[config.mk]
export PLATFORM = sky130hd
export DESIGN_NAME = alu_arbiter
export DESIGN_NICKNAME = d
export VERILOG_FILES = /design/src/rtl/alu_arbiter.sv
export SDC_FILE = /design/constraint.sdc
export NUM_CORES = 1
export LEC_CHECK = 0
export CORE_MARGIN = 2
export CORE_UTILIZATION = 36
export DETAILED_ROUTE_END_ITERATION = 8
export GPL_TIMING_DRIVEN = 0
export PLACE_DENSITY = 0.8
export SYNTH_ARGS = -nofsm -noshare
export SYNTH_HDL_FRONTEND = slang
export SYNTH_SLANG_ARGS = --single-unit
[constraint.sdc]
create_clock -name clk -period 2.25 [get_ports clk]
set_clock_uncertainty 0.15 [all_clocks]
set_input_delay 0.3375 -clock clk [delete_from_list [all_inputs] [get_ports clk]]
set_output_delay 0.3375 -clock clk [all_outputs]
set_load 0.02 [all_outputs]
[src/rtl/alu_arbiter.sv]
// Round-robin arbiter sharing one single-cycle ALU among NREQ requesters (grant -> exec -> response).
// Optional build macro ALU_ARB_FIXED_PRIO_EN: requester 0 gets absolute priority, 1..NREQ-1 rotate.
module alu_arbiter #(
    parameter int unsigned N    = 8,
    parameter int unsigned NREQ = 4,
    parameter int unsigned IDW  = $clog2(NREQ)
) (
    input  logic              clk,
    input  logic              rst_n,
    input  logic [NREQ-1:0]   req_valid,
    input  logic [NREQ*N-1:0] req_a,
    input  logic [NREQ*N-1:0] req_b,
    input  logic [NREQ*2-1:0] req_op,
    output logic [NREQ-1:0]   req_ready,
    output logic [N-1:0]      alu_a,
    output logic [N-1:0]      alu_b,
    output logic [1:0]        alu_s,
    input  logic [N-1:0]      alu_z,
    input  logic [3:0]        alu_flags,
    output logic              rsp_valid,
    input  logic              rsp_ready,
    output logic [IDW-1:0]    rsp_id,
    output logic [N-1:0]      rsp_z,
    output logic [3:0]        rsp_flags
);

    typedef enum logic [1:0] {
        IDLE,
        EXEC,
        RESP
    } state_t;

    state_t          state;
    state_t          state_nxt;
    logic [IDW-1:0]  rr_ptr;
    logic [IDW-1:0]  ptr_nxt;
    logic [IDW-1:0]  win_idx;
    logic            win_found;
    logic [NREQ-1:0] grant;
    logic            take;

    logic [N-1:0]    lat_a;
    logic [N-1:0]    lat_b;
    logic [1:0]      lat_op;
    logic [IDW-1:0]  lat_id;
    logic [N-1:0]    rsp_z_q;
    logic [3:0]      rsp_flags_q;

`ifdef ALU_ARB_FIXED_PRIO_EN
    // The rotating pointer never names requester 0, so it restarts at 1.
    localparam logic [IDW-1:0] PTR_RST = IDW'(1);
`else
    localparam logic [IDW-1:0] PTR_RST = '0;
`endif

    always_comb begin : pick_winner
        int unsigned idx;
        win_found = 1'b0;
        win_idx   = '0;
        idx       = 0;
`ifdef ALU_ARB_FIXED_PRIO_EN
        if (req_valid[0]) begin
            win_found = 1'b1;
        end else begin
            // Wrap NREQ-1 -> 1 so the search stays inside the rotating group.
            for (int unsigned k = 0; k < NREQ - 1; k++) begin
                idx = 32'(rr_ptr) + k;
                if (idx >= NREQ) begin
                    idx = idx - (NREQ - 1);
                end
                if (!win_found && req_valid[IDW'(idx)]) begin
                    win_found = 1'b1;
                    win_idx   = IDW'(idx);
                end
            end
        end
`else
        for (int unsigned k = 0; k < NREQ; k++) begin
            idx = 32'(rr_ptr) + k;
            if (idx >= NREQ) begin
                idx = idx - NREQ;
            end
            if (!win_found && req_valid[IDW'(idx)]) begin
                win_found = 1'b1;
                win_idx   = IDW'(idx);
            end
        end
`endif
    end

    always_comb begin
        ptr_nxt = rr_ptr;
`ifdef ALU_ARB_FIXED_PRIO_EN
        if (win_idx != '0) begin
            ptr_nxt = (32'(win_idx) == NREQ - 1) ? IDW'(1) : win_idx + IDW'(1);
        end
`else
        ptr_nxt = (32'(win_idx) == NREQ - 1) ? '0 : win_idx + IDW'(1);
`endif
    end

    always_comb begin
        grant = '0;
        if (win_found) begin
            grant[win_idx] = 1'b1;
        end
    end

    assign take      = (state == IDLE) && win_found;
    assign req_ready = (rst_n && state == IDLE) ? grant : '0;

    always_comb begin
        state_nxt = state;
        case (state)
            IDLE:    if (win_found) state_nxt = EXEC;
            EXEC:    state_nxt = RESP;
            RESP:    if (rsp_ready) state_nxt = IDLE;
            default: state_nxt = IDLE;
        endcase
    end

    always_ff @(posedge clk) begin
        if (!rst_n) begin
            state <= IDLE;
        end else begin
            state <= state_nxt;
        end
    end

    always_ff @(posedge clk) begin
        if (!rst_n) begin
            rr_ptr      <= PTR_RST;
            lat_a       <= '0;
            lat_b       <= '0;
            lat_op      <= '0;
            lat_id      <= '0;
            rsp_z_q     <= '0;
            rsp_flags_q <= '0;
        end else begin
            if (take) begin
                lat_a  <= req_a[32'(win_idx) * N +: N];
                lat_b  <= req_b[32'(win_idx) * N +: N];
                lat_op <= req_op[32'(win_idx) * 2 +: 2];
                lat_id <= win_idx;
                rr_ptr <= ptr_nxt;
            end
            if (state == EXEC) begin
                rsp_z_q     <= alu_z;
                rsp_flags_q <= alu_flags;
            end
        end
    end

    // ALU inputs come straight from the latches so they stay quiet outside EXEC.
    assign alu_a     = lat_a;
    assign alu_b     = lat_b;
    assign alu_s     = lat_op;
    assign rsp_valid = (state == RESP);
    assign rsp_id    = lat_id;
    assign rsp_z     = rsp_z_q;
    assign rsp_flags = rsp_flags_q;

endmodule

==> summary.md <==
| Metric | Value |
|---|---|
| WP buf/inv | 2 |
| Synth async-reset ratio | 0% |
| Tot GR Track Use | 19.84% |
| Crit path max-delay cell type | dfxtp_4 |
| Crit-path cells | buf_6 > a21o_1 > a21oi_2 > o22a_4 > ha_4 > and3_4 > buf_6 |
| Clk root buf | clkbuf_8 |
| Die width | 78.34 µm |
| Crit share post-route | 101.6% |
| Max H-tree Level | 2 |
| IO Count | 128 |
| Placed cell count | between 300 and 400 |
| Worst setup SP type | register |
| Vias in the first global route | between 2,000 and 2,500 |
| Mux contribution to synthesized area | roughly a fifth |
| Synth area leaders | dfxtp_1 (36%), mux2i_1 (19%), a221oi_2 (7.5%) |
| Simple-gate portion of the synthesized area | between 10 and 15% |
| Crit path capture type | output port |
| Post-synthesis cell count | roughly 200 |
| Fraction of layout cells with a size suffix above 1 | between 15 and 20% |
| Die height | a little under 80 µm |
| Synth Flop Type | dfxtp_1 |
| Internal power | between 1.5 and 2 mW |
| Final worst slack | -36.56 ps |
| Setup Viol. Count Final | 2 |
| First-pass GRT wire length | ~9700 µm |
| Inserted Clock Buffers | 5 |
| Synth Area in XOR/XNOR | 0% |
| Rows | 27 |
| Fillers | approximately 460 |
| Complex-gate fraction of the synthesized area | ~25% |
| Post-detail-place hpwl | 4562 µm |
| DRC violations left | 0 |
| Clk pwr share | roughly 24% |
| DP Area | around 3300 µm² |
| P_leak | 1.371 nW |
| WL per Instance | between 10 and 15 µm |
| Clk sinks | 36 |
| Maximum clock rate | about 0.44 GHz |
| Main combinational cell family by area after synthesis | compound AO/OA/AOI/OAI gates |
| Seq pwr share | about a third |
| Post-route minimum period | ~2300 ps |
| Drt first pass iters | 5 |
| Routed wire length | approximately 6100 µm |
| Synth Net Count | 294 |
| P per Cell Area | ~660 nW/µm² |
| CTS Buffer Depth | 2 |
| Initial antenna violation count | 0 |
| Delay-heaviest family, CP | compound AO/OA/AOI/OAI gates |
| Area delta synth->final | 78.68% |
| Slew headroom | between 60% and 70% |
| Via density | 4.971 |
| Peak supply drop | 398.0 µV |
| Status | finished with violations |
| Leading area contributor after synthesis | dfxtp_1 |
| Layout Nets | around 430 |
| Critical setup path kind | register to output port |
| Die Area | 6136 µm² |
| Register bit total from synthesis | 36 |
| Min-Delay Path Class | register to register |
| Worst hold slack | 317.7 ps |
| Seq/Total Area, Yosys | 36.23% |
| CTS Hold Bufs | 0 |
| Slowest stage delay, CP | just under 400 ps |
| Initial Util | a little under two fifths |
| Fin. max-slew vios | 0 |
| Synthesized area per cell | just under 10 µm² |
| Psw | ~0.77 mW |
| Worst Path Arrival | roughly 1800 ps |
| Vias | between 2,000 and 2,500 |
| Clk_lat worst skew | ~290 ps |
| Worst Tran Pin Value | between 400 and 500 ps |
| CORE AREA | roughly 5400 µm² |
| Most frequent CP cell | buf_6 |
| Top-area cell type share of the netlist area | a little over a third |
| Total of max-cap violations | 0 |
| RSZ-0062 raised after global routing | true |
| Synth warn | 0 |
| Adder-Cell Fraction of Synth Area | about 1.3% |
| Gate power share | 42.5% |
| Port-buffer cells | 126 |
| Pre-CTS WS | -983.2 ps |
| Mapped Area | 1989 µm² |
| EDFF count, synth | 0 |
| Clock slew at reported path FFs | 80 ps |
| Final hold violation count | 0 |
| Initial DRC count | 41 |
| Switching part of the total | between 30% and 40% |
| CP Max Fanout | 6 |
| Non-filler cells, final | between 400 and 500 |
| Final antenna diode count | 0 |
| Req. time, crit path | 1760 ps |
| Post-route ant nets | 0 |
| RePlAce Congestion | just over 0.8 |
| Failing checks | negative setup slack |
| Largest net degree at the start of global routing | 13 |
| Setup TNS | -51.32 ps |
| Final Cell Area | roughly 3600 µm² |
| Synth cell types | 30 |
| Aggregate global routing overflow | 0 |
| CTS tree | built |
==> layout by cell type (no fill, tap or decap), types with 3 or more instances in the layout <==
master	netlist	final
dfxtp_1	36	35
mux2i_1	37	36
nor3_1	3	3
a21boi_0	13	13
nor2b_1	5	5
clkbuf_8	0	6
clkdlybuf4s50_1	0	118
clkbuf_2	0	3
buf_4	0	7
a21oi_1	4	3
a221oi_2	10	10
buf_6	6	8
clkbuf_1	8	6
o21ai_0	19	19
nand2_1	27	27
a221oi_1	8	8
==> stage by stage <==
step / power (mW) / util, %
after floorplan: 1.335 / -
after global placement: 1.748 / 61.81
after detailed placement: 1.763 / 61.81
after CTS: 2.382 / 65.44
after global routing: 2.487 / 65.76
final: 2.360 / 65.76
==> synth_stat cells (3+ instances only) <==
| library cell | instances |
|---|---|
| nor3_1 | 3 |
| inv_1 | 3 |
| o21ai_0 | 19 |
| a221oi_1 | 8 |
| a21oi_1 | 4 |
| dfxtp_1 | 36 |
| a221oi_2 | 10 |
| buf_6 | 6 |
| clkbuf_1 | 8 |
| a21boi_0 | 13 |
| mux2i_1 | 37 |
| nor2b_1 | 5 |
| nand2_1 | 27 |
==> path summary, 6_finish.rpt <==
kind                      from      endpoint  slack (ps)  depth (start not counted)
setup / recovery     rr_ptr[1]  req_ready[3]         -40                          7
hold / removal    rsp_flags[2]  rsp_flags[2]         320                          2
setup reg to reg     rr_ptr[1]      alu_b[5]         180                          8
hold reg to reg   rsp_flags[2]  rsp_flags[2]         320                          2
==> worst register-to-register path, cell delays in order, from the launching register on <==
cell	delay [ps]
dfxtp_4	420
mux2i_2	250
nor2_2	80
nor2_4	120
buf_12	120
buf_4	200
buf_4	240
mux2i_1	110
a221oi_1	300
==> repair_timing <==
item                       4_1_cts  5_1_grt
resized for setup               43       12
cloned                           0        0
setup buffers                    7        0
pin swaps                        7        3
setup endpoints to repair        4        5
==> power by group through the flow <==
stage                     Combinational, mW  Clock, mW  Sequential, mW
after floorplan                       0.459          0           0.876
after global placement                0.968          0           0.780
after global routing                   1.08      0.611           0.794
final                                  1.00      0.574           0.782
after detailed placement              0.978          0           0.785
after CTS                              1.02      0.592           0.773
==> sequential cells by signal (all words and copies together) (netlist names) <==
name	flops
rsp_flags	4
rsp_id	2
alu_b	8
alu_s	2
state	2
alu_a	8
rsp_z	8
rr_ptr	2
==> layer usage <==
metal	global-route usage, %	part of all wire, %	up-vias
met2	35.52	47	95
met4	6.491	2.1	0
met1	22.23	42	924
li1	-	-	1013
met5	0	0	-
met3	6.322	8.5	16
==> cells by family after synthesis <==
logic type	after synthesis
buffers and inverters	21
DFF	36
and+or+nand+nor	45
adders and majority gates	2
AOI/OAI and AO/OA	60
muxes	37
==> area by class of cell <==
cell class / count / area (µm²) / share of cell area [%]
Timing Repair Buffer: 133 / 1303 / 36.64
Multi-Input combinational cell: 144 / 1189 / 33.44
Sequential cell: 36 / 724.4 / 20.38
Buffer: 15 / 122.6 / 3.450
Tap cell: 72 / 90.09 / 2.534
Clock buffer: 5 / 68.82 / 1.936
Clock inverter: 3 / 42.54 / 1.197
Inverter: 4 / 15.01 / 0.4224
Power figures use the tool's default switching activity.
